## config.mk

```make
export PLATFORM = sky130hd
export DESIGN_NAME = pu_ctrl_flat
export DESIGN_NICKNAME = d
export VERILOG_FILES = /design/src/rtl/pu_pkg.sv /design/src/rtl/pu_ctrl_if.sv /design/src/rtl/pu_wb_pipe.sv /design/src/rtl/pu_ctrl.sv /design/src/flat_wrapper.sv
export SDC_FILE = /design/constraint.sdc
export NUM_CORES = 1
export LEC_CHECK = 0
export CORE_ASPECT_RATIO = 1.75
export CORE_UTILIZATION = 49
export CTS_CLUSTER_DIAMETER = 60
export DETAILED_ROUTE_END_ITERATION = 8
export HOLD_SLACK_MARGIN = 0.05
export PLACE_DENSITY = 0.84
export SLEW_MARGIN = 20
export SYNTH_ARGS = -nofsm -noshare
export SYNTH_HDL_FRONTEND = slang
export SYNTH_SLANG_ARGS = --single-unit
export TNS_END_PERCENT = 10
```

## constraint.sdc

```tcl
create_clock -name clk -period 2.3 [get_ports clk]
set_input_delay 0.46 -clock clk [delete_from_list [all_inputs] [get_ports clk]]
set_output_delay 0.46 -clock clk [all_outputs]
set_load 0.03 [all_outputs]
```

## src/rtl/pu_pkg.sv

```systemverilog
// Shared types and default sizes for the PU command sequencer slice.
package pu_pkg;

  localparam int DEF_WADDR_WIDTH = 7;
  localparam int DEF_RADDR_WIDTH = 6;
  localparam int DEF_CADDR_WIDTH = 5;
  localparam int DEF_KCNT_WIDTH  = 4;
  localparam int DEF_BADDR_WIDTH = 3;
  localparam int PU_PIPE_LAT     = 3;

  typedef enum logic [2:0] {
    IDLE,
    CLEAR,
    RUN,
    DRAIN,
    FIN
  } state_t;

endpackage

```

## src/rtl/pu_ctrl_if.sv

```systemverilog
// Data handshake and PU command bus between pu_ctrl (master) and one PU (slave).
interface pu_ctrl_if
  import pu_pkg::*;
#(
  parameter int WADDR_WIDTH = DEF_WADDR_WIDTH,
  parameter int RADDR_WIDTH = DEF_RADDR_WIDTH,
  parameter int CADDR_WIDTH = DEF_CADDR_WIDTH,
  parameter int BADDR_WIDTH = DEF_BADDR_WIDTH
);

  logic                   in_data_valid;
  logic                   out_data_ready;
  logic                   out_add_bias;
  logic                   out_relu;
  logic                   out_done;
  logic                   out_cache_clear;
  logic [CADDR_WIDTH-1:0] out_cache_rd_addr;
  logic [CADDR_WIDTH-1:0] out_cache_wr_addr;
  logic [WADDR_WIDTH-1:0] out_w_rd_addr;
  logic [BADDR_WIDTH-1:0] out_bias_addr;
  logic                   out_r_wr_en;
  logic [RADDR_WIDTH-1:0] out_r_wr_addr;

  modport master (
    input  in_data_valid,
    output out_data_ready, out_add_bias, out_relu, out_done, out_cache_clear,
    output out_cache_rd_addr, out_cache_wr_addr, out_w_rd_addr, out_bias_addr,
    output out_r_wr_en, out_r_wr_addr
  );

  modport slave (
    output in_data_valid,
    input  out_data_ready, out_add_bias, out_relu, out_done, out_cache_clear,
    input  out_cache_rd_addr, out_cache_wr_addr, out_w_rd_addr, out_bias_addr,
    input  out_r_wr_en, out_r_wr_addr
  );

endinterface

```

## src/rtl/pu_wb_pipe.sv

```systemverilog
// Fixed-latency valid+index shift register that delays done beats to rmem writeback.
module pu_wb_pipe #(
  parameter int LAT = 3,
  parameter int AW  = 5
) (
  input  logic          clk,
  input  logic          rst,
  input  logic          push,
  input  logic [AW-1:0] push_n,
  output logic          pop_valid,
  output logic [AW-1:0] pop_n,
  output logic          pending
);

  logic [LAT-1:0] vld_q;
  logic [AW-1:0]  n_q [LAT];

  // Shift every stage by one each cycle; stage 0 takes the new entry.
  always_ff @(posedge clk) begin
    if (rst) begin
      vld_q <= '0;
      for (int unsigned i = 0; i < LAT; i++) n_q[i] <= '0;
    end else begin
      vld_q[0] <= push;
      n_q[0]   <= push_n;
      for (int unsigned i = 1; i < LAT; i++) begin
        vld_q[i] <= vld_q[i-1];
        n_q[i]   <= n_q[i-1];
      end
    end
  end

  // pending: some entry will still be in flight after this cycle's pop.
  always_comb begin
    pop_valid = vld_q[LAT-1];
    pop_n     = n_q[LAT-1];
    pending   = 1'b0;
    for (int unsigned i = 0; i + 1 < LAT; i++) pending = pending | vld_q[i];
  end

endmodule

```

## src/rtl/pu_ctrl.sv

```systemverilog
// PU command sequencer for one fully-connected pass: walks (chunk k, output n),
// issues one PU beat per accepted data beat, retires sums to rmem after PIPE_LAT.
// Optional macro PU_CTRL_PERF_EN builds the RUN-cycle stall counter.
module pu_ctrl
  import pu_pkg::*;
#(
  parameter int WADDR_WIDTH = DEF_WADDR_WIDTH,
  parameter int RADDR_WIDTH = DEF_RADDR_WIDTH,
  parameter int CADDR_WIDTH = DEF_CADDR_WIDTH,
  parameter int KCNT_WIDTH  = DEF_KCNT_WIDTH,
  parameter int BADDR_WIDTH = DEF_BADDR_WIDTH,
  parameter int PIPE_LAT    = PU_PIPE_LAT
) (
  input  logic                   clk,
  input  logic                   rst,
  input  logic                   in_start,
  input  logic [KCNT_WIDTH-1:0]  in_num_chunk_m1,
  input  logic [CADDR_WIDTH-1:0] in_num_out_m1,
  input  logic [WADDR_WIDTH-1:0] in_w_base,
  input  logic [RADDR_WIDTH-1:0] in_r_base,
  input  logic                   in_bias_en,
  input  logic                   in_relu_en,
  input  logic [BADDR_WIDTH-1:0] in_bias_base,
  output logic                   out_busy,
  output logic                   out_layer_done,
  output logic [15:0]            out_stall_cnt,
  pu_ctrl_if.master              pu
);

  state_t state_q, state_d;

  logic [KCNT_WIDTH-1:0]  k_q, k_max_q;
  logic [CADDR_WIDTH-1:0] n_q, n_max_q;
  logic [WADDR_WIDTH-1:0] w_ptr_q;
  logic [RADDR_WIDTH-1:0] r_base_q;
  logic [BADDR_WIDTH-1:0] bias_base_q;
  logic                   bias_en_q, relu_en_q;

  logic                   issue, last_k, last_n;
  logic                   wb_valid, wb_pending;
  logic [CADDR_WIDTH-1:0] wb_n;

  assign issue  = pu.in_data_valid & pu.out_data_ready;
  assign last_k = (k_q == k_max_q);
  assign last_n = (n_q == n_max_q);

  // State register.
  always_ff @(posedge clk) begin
    if (rst) state_q <= IDLE;
    else     state_q <= state_d;
  end

  // Next-state: DRAIN leaves once no writeback remains after the current one.
  always_comb begin
    state_d = state_q;
    unique case (state_q)
      IDLE:    if (in_start) state_d = CLEAR;
      CLEAR:   state_d = RUN;
      RUN:     if (issue && last_k && last_n) state_d = DRAIN;
      DRAIN:   if (!wb_pending) state_d = FIN;
      FIN:     state_d = IDLE;
      default: state_d = IDLE;
    endcase
  end

  // State-decoded outputs.
  always_comb begin
    pu.out_data_ready  = (state_q == RUN);
    pu.out_cache_clear = (state_q == CLEAR);
    out_busy           = (state_q == CLEAR) || (state_q == RUN) || (state_q == DRAIN);
    out_layer_done     = (state_q == FIN);
  end

  // Latch configuration on start; advance (k, n) and the running weight row per beat.
  // The weight row is an incrementing pointer: w_base + k*N + n steps by one per beat.
  always_ff @(posedge clk) begin
    if (rst) begin
      k_q         <= '0;
      n_q         <= '0;
      k_max_q     <= '0;
      n_max_q     <= '0;
      w_ptr_q     <= '0;
      r_base_q    <= '0;
      bias_base_q <= '0;
      bias_en_q   <= 1'b0;
      relu_en_q   <= 1'b0;
    end else if (state_q == IDLE && in_start) begin
      k_q         <= '0;
      n_q         <= '0;
      k_max_q     <= in_num_chunk_m1;
      n_max_q     <= in_num_out_m1;
      w_ptr_q     <= in_w_base;
      r_base_q    <= in_r_base;
      bias_base_q <= in_bias_base;
      bias_en_q   <= in_bias_en;
      relu_en_q   <= in_relu_en;
    end else if (issue) begin
      w_ptr_q <= w_ptr_q + 1'b1;
      if (last_n) begin
        n_q <= '0;
        k_q <= k_q + 1'b1;
      end else begin
        n_q <= n_q + 1'b1;
      end
    end
  end

  // Register PU controls on issue so they line up with the captured data beat.
  always_ff @(posedge clk) begin
    if (rst) begin
      pu.out_cache_rd_addr <= '0;
      pu.out_cache_wr_addr <= '0;
      pu.out_w_rd_addr     <= '0;
      pu.out_bias_addr     <= '0;
      pu.out_done          <= 1'b0;
      pu.out_add_bias      <= 1'b0;
      pu.out_relu          <= 1'b0;
    end else if (issue) begin
      pu.out_cache_rd_addr <= n_q;
      pu.out_cache_wr_addr <= n_q;
      pu.out_w_rd_addr     <= w_ptr_q;
      pu.out_bias_addr     <= bias_base_q;
      pu.out_done          <= last_k;
      pu.out_add_bias      <= last_k & bias_en_q;
      pu.out_relu          <= last_k & relu_en_q;
    end else begin
      pu.out_done     <= 1'b0;
      pu.out_add_bias <= 1'b0;
      pu.out_relu     <= 1'b0;
    end
  end

  pu_wb_pipe #(
    .LAT (PIPE_LAT),
    .AW  (CADDR_WIDTH)
  ) u_wb_pipe (
    .clk       (clk),
    .rst       (rst),
    .push      (issue & last_k),
    .push_n    (n_q),
    .pop_valid (wb_valid),
    .pop_n     (wb_n),
    .pending   (wb_pending)
  );

  // Retire finished sums into rmem at r_base + n.
  always_comb begin
    pu.out_r_wr_en   = wb_valid;
    pu.out_r_wr_addr = wb_valid ? RADDR_WIDTH'(r_base_q + RADDR_WIDTH'(wb_n)) : '0;
  end

`ifdef PU_CTRL_PERF_EN
  logic [15:0] stall_q;

  // Count RUN cycles starved of data; cleared on start, saturating.
  always_ff @(posedge clk) begin
    if (rst)                                stall_q <= '0;
    else if (state_q == IDLE && in_start)   stall_q <= '0;
    else if (state_q == RUN && !pu.in_data_valid && stall_q != '1)
                                            stall_q <= stall_q + 16'd1;
  end

  assign out_stall_cnt = stall_q;
`else
  assign out_stall_cnt = '0;
`endif

endmodule

```

## src/flat_wrapper.sv

```systemverilog
// flat-port wrapper written by rule: the top's interface ports become plain ports
module pu_ctrl_flat import pu_pkg::*;
#(
  parameter int WADDR_WIDTH = DEF_WADDR_WIDTH,
  parameter int RADDR_WIDTH = DEF_RADDR_WIDTH,
  parameter int CADDR_WIDTH = DEF_CADDR_WIDTH,
  parameter int KCNT_WIDTH  = DEF_KCNT_WIDTH,
  parameter int BADDR_WIDTH = DEF_BADDR_WIDTH,
  parameter int PIPE_LAT    = PU_PIPE_LAT
)
  (clk, rst, in_start, in_num_chunk_m1, in_num_out_m1, in_w_base, in_r_base, in_bias_en, in_relu_en, in_bias_base, out_busy, out_layer_done, out_stall_cnt, pu_in_data_valid, pu_out_data_ready, pu_out_add_bias, pu_out_relu, pu_out_done, pu_out_cache_clear, pu_out_cache_rd_addr, pu_out_cache_wr_addr, pu_out_w_rd_addr, pu_out_bias_addr, pu_out_r_wr_en, pu_out_r_wr_addr);
  pu_ctrl_if #(.WADDR_WIDTH(WADDR_WIDTH), .RADDR_WIDTH(RADDR_WIDTH), .CADDR_WIDTH(CADDR_WIDTH), .BADDR_WIDTH(BADDR_WIDTH)) pu_i ();
  input  logic clk;
  input  logic rst;
  input  logic in_start;
  input  logic [KCNT_WIDTH-1:0] in_num_chunk_m1;
  input  logic [CADDR_WIDTH-1:0] in_num_out_m1;
  input  logic [WADDR_WIDTH-1:0] in_w_base;
  input  logic [RADDR_WIDTH-1:0] in_r_base;
  input  logic in_bias_en;
  input  logic in_relu_en;
  input  logic [BADDR_WIDTH-1:0] in_bias_base;
  output logic out_busy;
  output logic out_layer_done;
  output logic [15:0] out_stall_cnt;
  input wire logic [$bits(pu_i.in_data_valid)-1:0] pu_in_data_valid;
  output wire logic [$bits(pu_i.out_data_ready)-1:0] pu_out_data_ready;
  output wire logic [$bits(pu_i.out_add_bias)-1:0] pu_out_add_bias;
  output wire logic [$bits(pu_i.out_relu)-1:0] pu_out_relu;
  output wire logic [$bits(pu_i.out_done)-1:0] pu_out_done;
  output wire logic [$bits(pu_i.out_cache_clear)-1:0] pu_out_cache_clear;
  output wire logic [$bits(pu_i.out_cache_rd_addr)-1:0] pu_out_cache_rd_addr;
  output wire logic [$bits(pu_i.out_cache_wr_addr)-1:0] pu_out_cache_wr_addr;
  output wire logic [$bits(pu_i.out_w_rd_addr)-1:0] pu_out_w_rd_addr;
  output wire logic [$bits(pu_i.out_bias_addr)-1:0] pu_out_bias_addr;
  output wire logic [$bits(pu_i.out_r_wr_en)-1:0] pu_out_r_wr_en;
  output wire logic [$bits(pu_i.out_r_wr_addr)-1:0] pu_out_r_wr_addr;
  assign pu_i.in_data_valid = pu_in_data_valid;
  assign pu_out_data_ready = pu_i.out_data_ready;
  assign pu_out_add_bias = pu_i.out_add_bias;
  assign pu_out_relu = pu_i.out_relu;
  assign pu_out_done = pu_i.out_done;
  assign pu_out_cache_clear = pu_i.out_cache_clear;
  assign pu_out_cache_rd_addr = pu_i.out_cache_rd_addr;
  assign pu_out_cache_wr_addr = pu_i.out_cache_wr_addr;
  assign pu_out_w_rd_addr = pu_i.out_w_rd_addr;
  assign pu_out_bias_addr = pu_i.out_bias_addr;
  assign pu_out_r_wr_en = pu_i.out_r_wr_en;
  assign pu_out_r_wr_addr = pu_i.out_r_wr_addr;
  pu_ctrl #(.WADDR_WIDTH(WADDR_WIDTH), .RADDR_WIDTH(RADDR_WIDTH), .CADDR_WIDTH(CADDR_WIDTH), .KCNT_WIDTH(KCNT_WIDTH), .BADDR_WIDTH(BADDR_WIDTH), .PIPE_LAT(PIPE_LAT)) u_core (.clk(clk), .rst(rst), .in_start(in_start), .in_num_chunk_m1(in_num_chunk_m1), .in_num_out_m1(in_num_out_m1), .in_w_base(in_w_base), .in_r_base(in_r_base), .in_bias_en(in_bias_en), .in_relu_en(in_relu_en), .in_bias_base(in_bias_base), .out_busy(out_busy), .out_layer_done(out_layer_done), .out_stall_cnt(out_stall_cnt), .pu(pu_i));
endmodule
```

# Word level (Yosys, flattened, before mapping)
# Memories as Yosys holds them, arrays and structs flattened.
# Index checks and enable logic that the tools add are counted.
[totals] register_bits=60 ramBits=15 memories=1 in_bits=31
[classes] n_eq_ne=9 reduce_logical=11 bitwise=9 muxes=14 addsub=4
[mem_list] name="u_core.u_wb_pipe.n_q" depth=3 word_bits=5 read_ports=3 rd_ports_with_merged_regs=0 write_ports=3 line_no="pu_wb_pipe.sv:16" text="logic [AW-1:0] n_q [LAT];"
[op_table] operator="2-to-1 mux 5 bit" count=4
[op_table] operator="2-to-1 mux 7 bit" count=2
[op_table] operator="case mux 3 bit (4 select lines)" count=1
[op_table] operator="2-to-1 mux 3 bit" count=3
[op_table] operator="adder 7 x 1 -> 7 bit, second input constant" count=1
[op_table] operator="adder 6 x 5 -> 6 bit" count=1
[op_table] operator="== test 3 x 2 -> 1 bit, second input constant" count=2
[op_table] operator="2-to-1 mux 6 bit" count=1
[op_table] operator="!= test 2 bit, second input constant" count=3
[op_table] operator="adder 5 x 1 -> 5 bit, second input constant" count=1
[op_table] operator="== test 5 bit" count=1
[op_table] operator="adder 4 x 1 -> 4 bit, second input constant" count=1
[op_table] operator="AND 1 bit" count=4
[op_table] operator="== test 4 bit" count=1
[op_table] operator="bitwise OR 1 bit" count=4
[op_table] operator="OR reduction 2 bit" count=2
[op_table] operator="== test 3 x 1 -> 1 bit, second input constant" count=1
[op_table] operator="== test 3 bit, second input constant" count=1
[op_table] operator="logical AND 1 bit" count=3
[op_table] operator="zero test 3 bit" count=1
[op_table] operator="2-to-1 mux 1 bit" count=3
[op_table] operator="AND reduction 3 bit" count=1
[op_table] operator="logical OR 1 bit" count=2
[op_table] operator="AND reduction 2 bit" count=1
[op_table] operator="2 further kinds" count=2

# Logic depth before layout (Yosys ltp)
[depth] depth_word=6 mapped_depth=7 depth_no_buf=6

# Hierarchy
# Synthesis repeated with hierarchy kept, for this count alone.
[hier_totals] hier_cells=379 hier_area_um2=3293.2
[modules_own_cells] module="pu_ctrl" area_each_um2=2760.1 instances=1 seq_area_each_um2=1141.1 cells_each=336
[modules_own_cells] module="pu_wb_pipe" area_each_um2=533.0 instances=1 seq_area_each_um2=360.3 cells_each=43

# Least setup slack after synthesis
# Ideal clock, no wire load.
[synth_path] kind="reg2out" start="register u_core.r_base_q[0]" end="output pu_out_r_wr_addr[4]" stages_incl_launch_ff=7 setup_slack_ps=187 arrival_time_ps=1653 path_cell_list="dfxtp_1 -> ha_1 -> fa_1 -> a21o_1 -> a21oi_1 -> xnor2_1 -> and2_1"
[synth_between] elab_chain_len=2
[synth_lines] item="start: declaration" line_no="pu_ctrl.sv:35" text="logic [RADDR_WIDTH-1:0] r_base_q;"
[synth_lines] item="start signal: assignment" line_no="pu_ctrl.sv:93" text="r_base_q <= in_r_base;"
[synth_lines] item="adder 6 x 5 -> 6 bit" line_no="pu_ctrl.sv:149" text="pu.out_r_wr_addr = wb_valid ? RADDR_WIDTH'(r_base_q + RADDR_WIDTH'(wb_n)) : '0;"
[synth_lines] item="2-to-1 mux 6 bit" line_no="pu_ctrl.sv:149"
[synth_lines] item="end: declaration" line_no="flat_wrapper.sv:37" text="output wire logic [$bits(pu_i.out_r_wr_addr)-1:0] pu_out_r_wr_addr;"
# Every way passes these cells.

# Worst setup path in the final report
[layout_path] start="register u_core.r_base_q[1]" end="output pu_out_r_wr_addr[5]"
# Same word-level chain as after synthesis.

==> results.json <==
{
  "r2r_end": "u_core.n_q[4]",
  "overflow": 0,
  "fin_util_pct": 66.28,
  "violations": "setup timing",
  "skew_ps": 4.619,
  "outcome": "complete, but fails checks",
  "hpwlAfterDp_mm": 4.745,
  "io_pins": 81,
  "crit_required_ps": 1840,
  "worst_r2r_path_depth": 5,
  "synth_largest_area_cell": "dfxtp_1",
  "via_count": 2764,
  "cp.arrival_ps": 1940,
  "grt_max_degree": 50,
  "grtUsageTotal_pct": 21.49,
  "numPortBuffers": 64,
  "rows": 39,
  "grt_pass1_vias": 2598,
  "crit_path_cell_trace": "ha_1, a21oi_2, a2bb2oi_2, nor2_1, a211o_1, clkdlybuf4s15_2",
  "r2r_slack_ps": 520,
  "cts_sinks": 75,
  "rsz0062_at_grt": "true",
  "power_leakage_nw": 1.655,
  "cts_buffers": 9,
  "p_per_area_mw_per_mm2": 835.2,
  "peakVddDrop_mv": 0.6205,
  "synth.distinct_cells": 48,
  "vias_per_cell": 5.275,
  "dieArea_sq_mm": 0.007023,
  "synthTopCellsByArea": "dfxtp_1, nand2_1, a21oi_1",
  "ant_nets": 0,
  "start_util_pct": 50.43,
  "ys.flop_type": "dfxtp_1",
  "final_cells": 524,
  "slew_viol_final": 0,
  "hold_viol": 0,
  "netlist_instances": 373,
  "die_x_um": 63.78,
  "firstDrtPassIters": 4,
  "root_buffer": "clkbuf_16",
  "antennaDiodeCount": 0,
  "criticalPathCategory": "reg -> out",
  "cts_tree": "yes",
  "drc": 0,
  "synthArstFlopShare_pct": 0,
  "yosysSeqAreaShare_pct": 45.87,
  "startpoint_type": "flop",
  "ys_seq_elements": 75,
  "cpMaxStageDelayCell": "dfxtp_2",
  "clock.fmax_mhz": 416.8,
  "cts.clk_slew.worst_paths_ps": 50,
  "holdWs_ps": 435.9,
  "worstReg2RegStart": "u_core.state_q[1]",
  "cts.htree.levels": 3,
  "setup_ws_ps": -99.35,
  "syn_area_per_cell_sq_um": 8.775,
  "insertion_delay_ps": 320,
  "min_period_over_period_pct": 104.3,
  "setup_viol": 2,
  "period_minus_slack_ps": 2399,
  "grt_pass1_wl_mm": 11.53,
  "areaGrowthSynthToFinish_pct": 31.42,
  "crit_fanout": 2,
  "die_y_um": 110.1,
  "routabilityCongestion": 0.7956,
  "synth-edff-count": 0,
  "cpPeakStageDelay_ps": 320,
  "critPathCapture": "pu_out_r_wr_addr[5]",
  "yosys_warnings": 0,
  "syn_area_sq_mm": 0.003273,
  "drtIter0Drc": 99,
  "crit_start": "u_core.r_base_q[1]",
  "core_sq_mm": 0.006490,
  "setup_tns_ps": -189.9,
  "antenna_found_initial": 0,
  "drive_above_1_share_pct": 11.76,
  "place_inst": 506,
  "clk_path_buf_depth": 2,
  "worstSetupEndpointType": "primary output",
  "hold_path.class": "reg -> reg",
  "wire_per_inst_um": 13.90,
  "drt_wl_total_mm": 7.286,
  "drv_cap": 0,
  "synth_top_area_share_pct": 45.87,
  "nets": 478
}
-- synthesized netlist by cell type, types with 2 or more instances --
master	instances
dfxtp_1	75
or3_1	3
ha_1	8
buf_2	8
inv_1	2
buf_4	22
o41ai_1	2
nand3b_1	2
nand2_1	81
nand4_1	6
buf_6	4
and2_1	8
o22ai_1	2
and3_1	3
a22oi_1	2
nor3b_1	4
nor2_1	12
nand4bb_1	2
nand3_1	5
a21oi_1	43
xor2_1	6
o21ai_0	5
o311ai_0	2
nor2b_1	17
a211oi_2	2
xnor2_1	11
clkbuf_1	7
nor3_1	9
-- final cells by class --
class / count / area [sq um]
Clock buffer: 10 / 239.0
Tap cell: 82 / 102.6
Clock inverter: 5 / 77.57
Timing Repair Buffer: 81 / 788.3
Inverter: 2 / 7.507
Multi-Input combinational cell: 269 / 1582
Sequential cell: 75 / 1505
Fill cell: 504 / 2188
-- critical path, delay by kind of cell (launching register included) --
family | cells | cell delay (ps)
and+or+nand+nor | 1 | 70
adders and majority gates | 1 | 300
DFF | 1 | 320
buffers and inverters | 1 | 280
AOI/OAI and AO/OA | 3 | 650
-- worst min-delay path by stage --
stage                     slack (ps)                        from                           to  cells after the start
after floorplan                  410  u_core.u_wb_pipe.n_q[0][5]  u_core.u_wb_pipe.n_q[0][10]                      1
after global placement           420  u_core.u_wb_pipe.n_q[0][9]  u_core.u_wb_pipe.n_q[0][14]                      1
after detailed placement         420  u_core.u_wb_pipe.n_q[0][4]   u_core.u_wb_pipe.n_q[0][9]                      1
after CTS                        440  u_core.u_wb_pipe.n_q[0][5]  u_core.u_wb_pipe.n_q[0][10]                      1
after global routing             460  u_core.u_wb_pipe.n_q[0][9]  u_core.u_wb_pipe.n_q[0][14]                      1
final                            440  u_core.u_wb_pipe.n_q[0][5]  u_core.u_wb_pipe.n_q[0][10]                      1
-- state kept, by name (all words and copies together) (netlist names) --
signal                       cells
u_core.pu.out_w_rd_addr          7
u_core.pu.out_bias_addr          3
u_core.w_ptr_q                   7
u_core.u_wb_pipe.vld_q           3
u_core.pu.out_done               1
u_core.u_wb_pipe.n_q            15
u_core.relu_en_q                 1
u_core.pu.out_cache_rd_addr      5
u_core.k_q                       4
u_core.pu.out_add_bias           1
u_core.r_base_q                  6
u_core.state_q                   3
u_core.bias_base_q               3
u_core.n_q                       5
u_core.pu.out_relu               1
u_core.n_max_q                   5
u_core.k_max_q                   4
u_core.bias_en_q                 1
-- routing by layer --
layer	share of wire, %	global-route usage (%)	routed length [um]	vias up
li1	-	-	-	1360
met1	39	22.49	2840	1302
met2	55	40.35	3986	87
met3	3.8	4.321	278	15
met4	2.5	10.23	181	0
met5	0	0	0	-
-- report_power, final --
part	leakage, nW	internal (mW)	total (mW)	switching (mW)
Sequential	0.610	1.39	1.47	0.0837
Combinational	0.891	0.270	0.650	0.380
Clock	0.154	0.968	1.47	0.506
Total	1.66	2.62	3.59	0.969
-- through the flow --
step                      instance area [sq um]  power, mW  worst slack, ps
final                                      4302      3.593           -99.35
after global routing                       4302      3.736           -172.8
after CTS                                  4284      3.612           -103.0
after detailed placement                   3913      2.134           -222.0
after global placement                     3913      2.110           -132.8
after floorplan                            3329      1.944            187.4
-- what timing repair did --
action | in CTS | in global routing
hold buffers | 0 | 0
setup buffers | 1 | 2
gates cloned | 0 | 0
resized for setup | 18 | 4
pin swaps | 7 | 6
setup endpoints to repair | 5 | 5
-- cell usage in the layout (no fill, tap or decap), types with 3 or more instances in the layout --
cell type        count
ha_1                 6
nor3_1               9
dfxtp_1             72
dfxtp_2              3
nand4_1              6
nor2b_1             17
o21ai_0              5
nand2_1             81
xor2_1               6
xnor2_1             11
and3_1               3
nor3b_1              4
or3_1                3
nor2_1              12
nand3_1              5
clkdlybuf4s50_1     56
clkbuf_16            9
and2_1               8
conb_1              16
buf_4               15
a21oi_1             41
-- cell families after synthesis --
group | Yosys count | share of synthesized area [%]
AO/OA/AOI/OAI | 66 | 12.08
XOR/XNOR | 17 | 4.549
adder cells (fa/ha/maj) | 9 | 3.670
buffers and inverters | 44 | 8.792
flip-flops | 75 | 45.87
multiplexers | 1 | 0.3058
other | 1 | 0.1146
AND/OR/NAND/NOR | 160 | 24.62
Note: power is estimated with default switching activity, not from simulation.
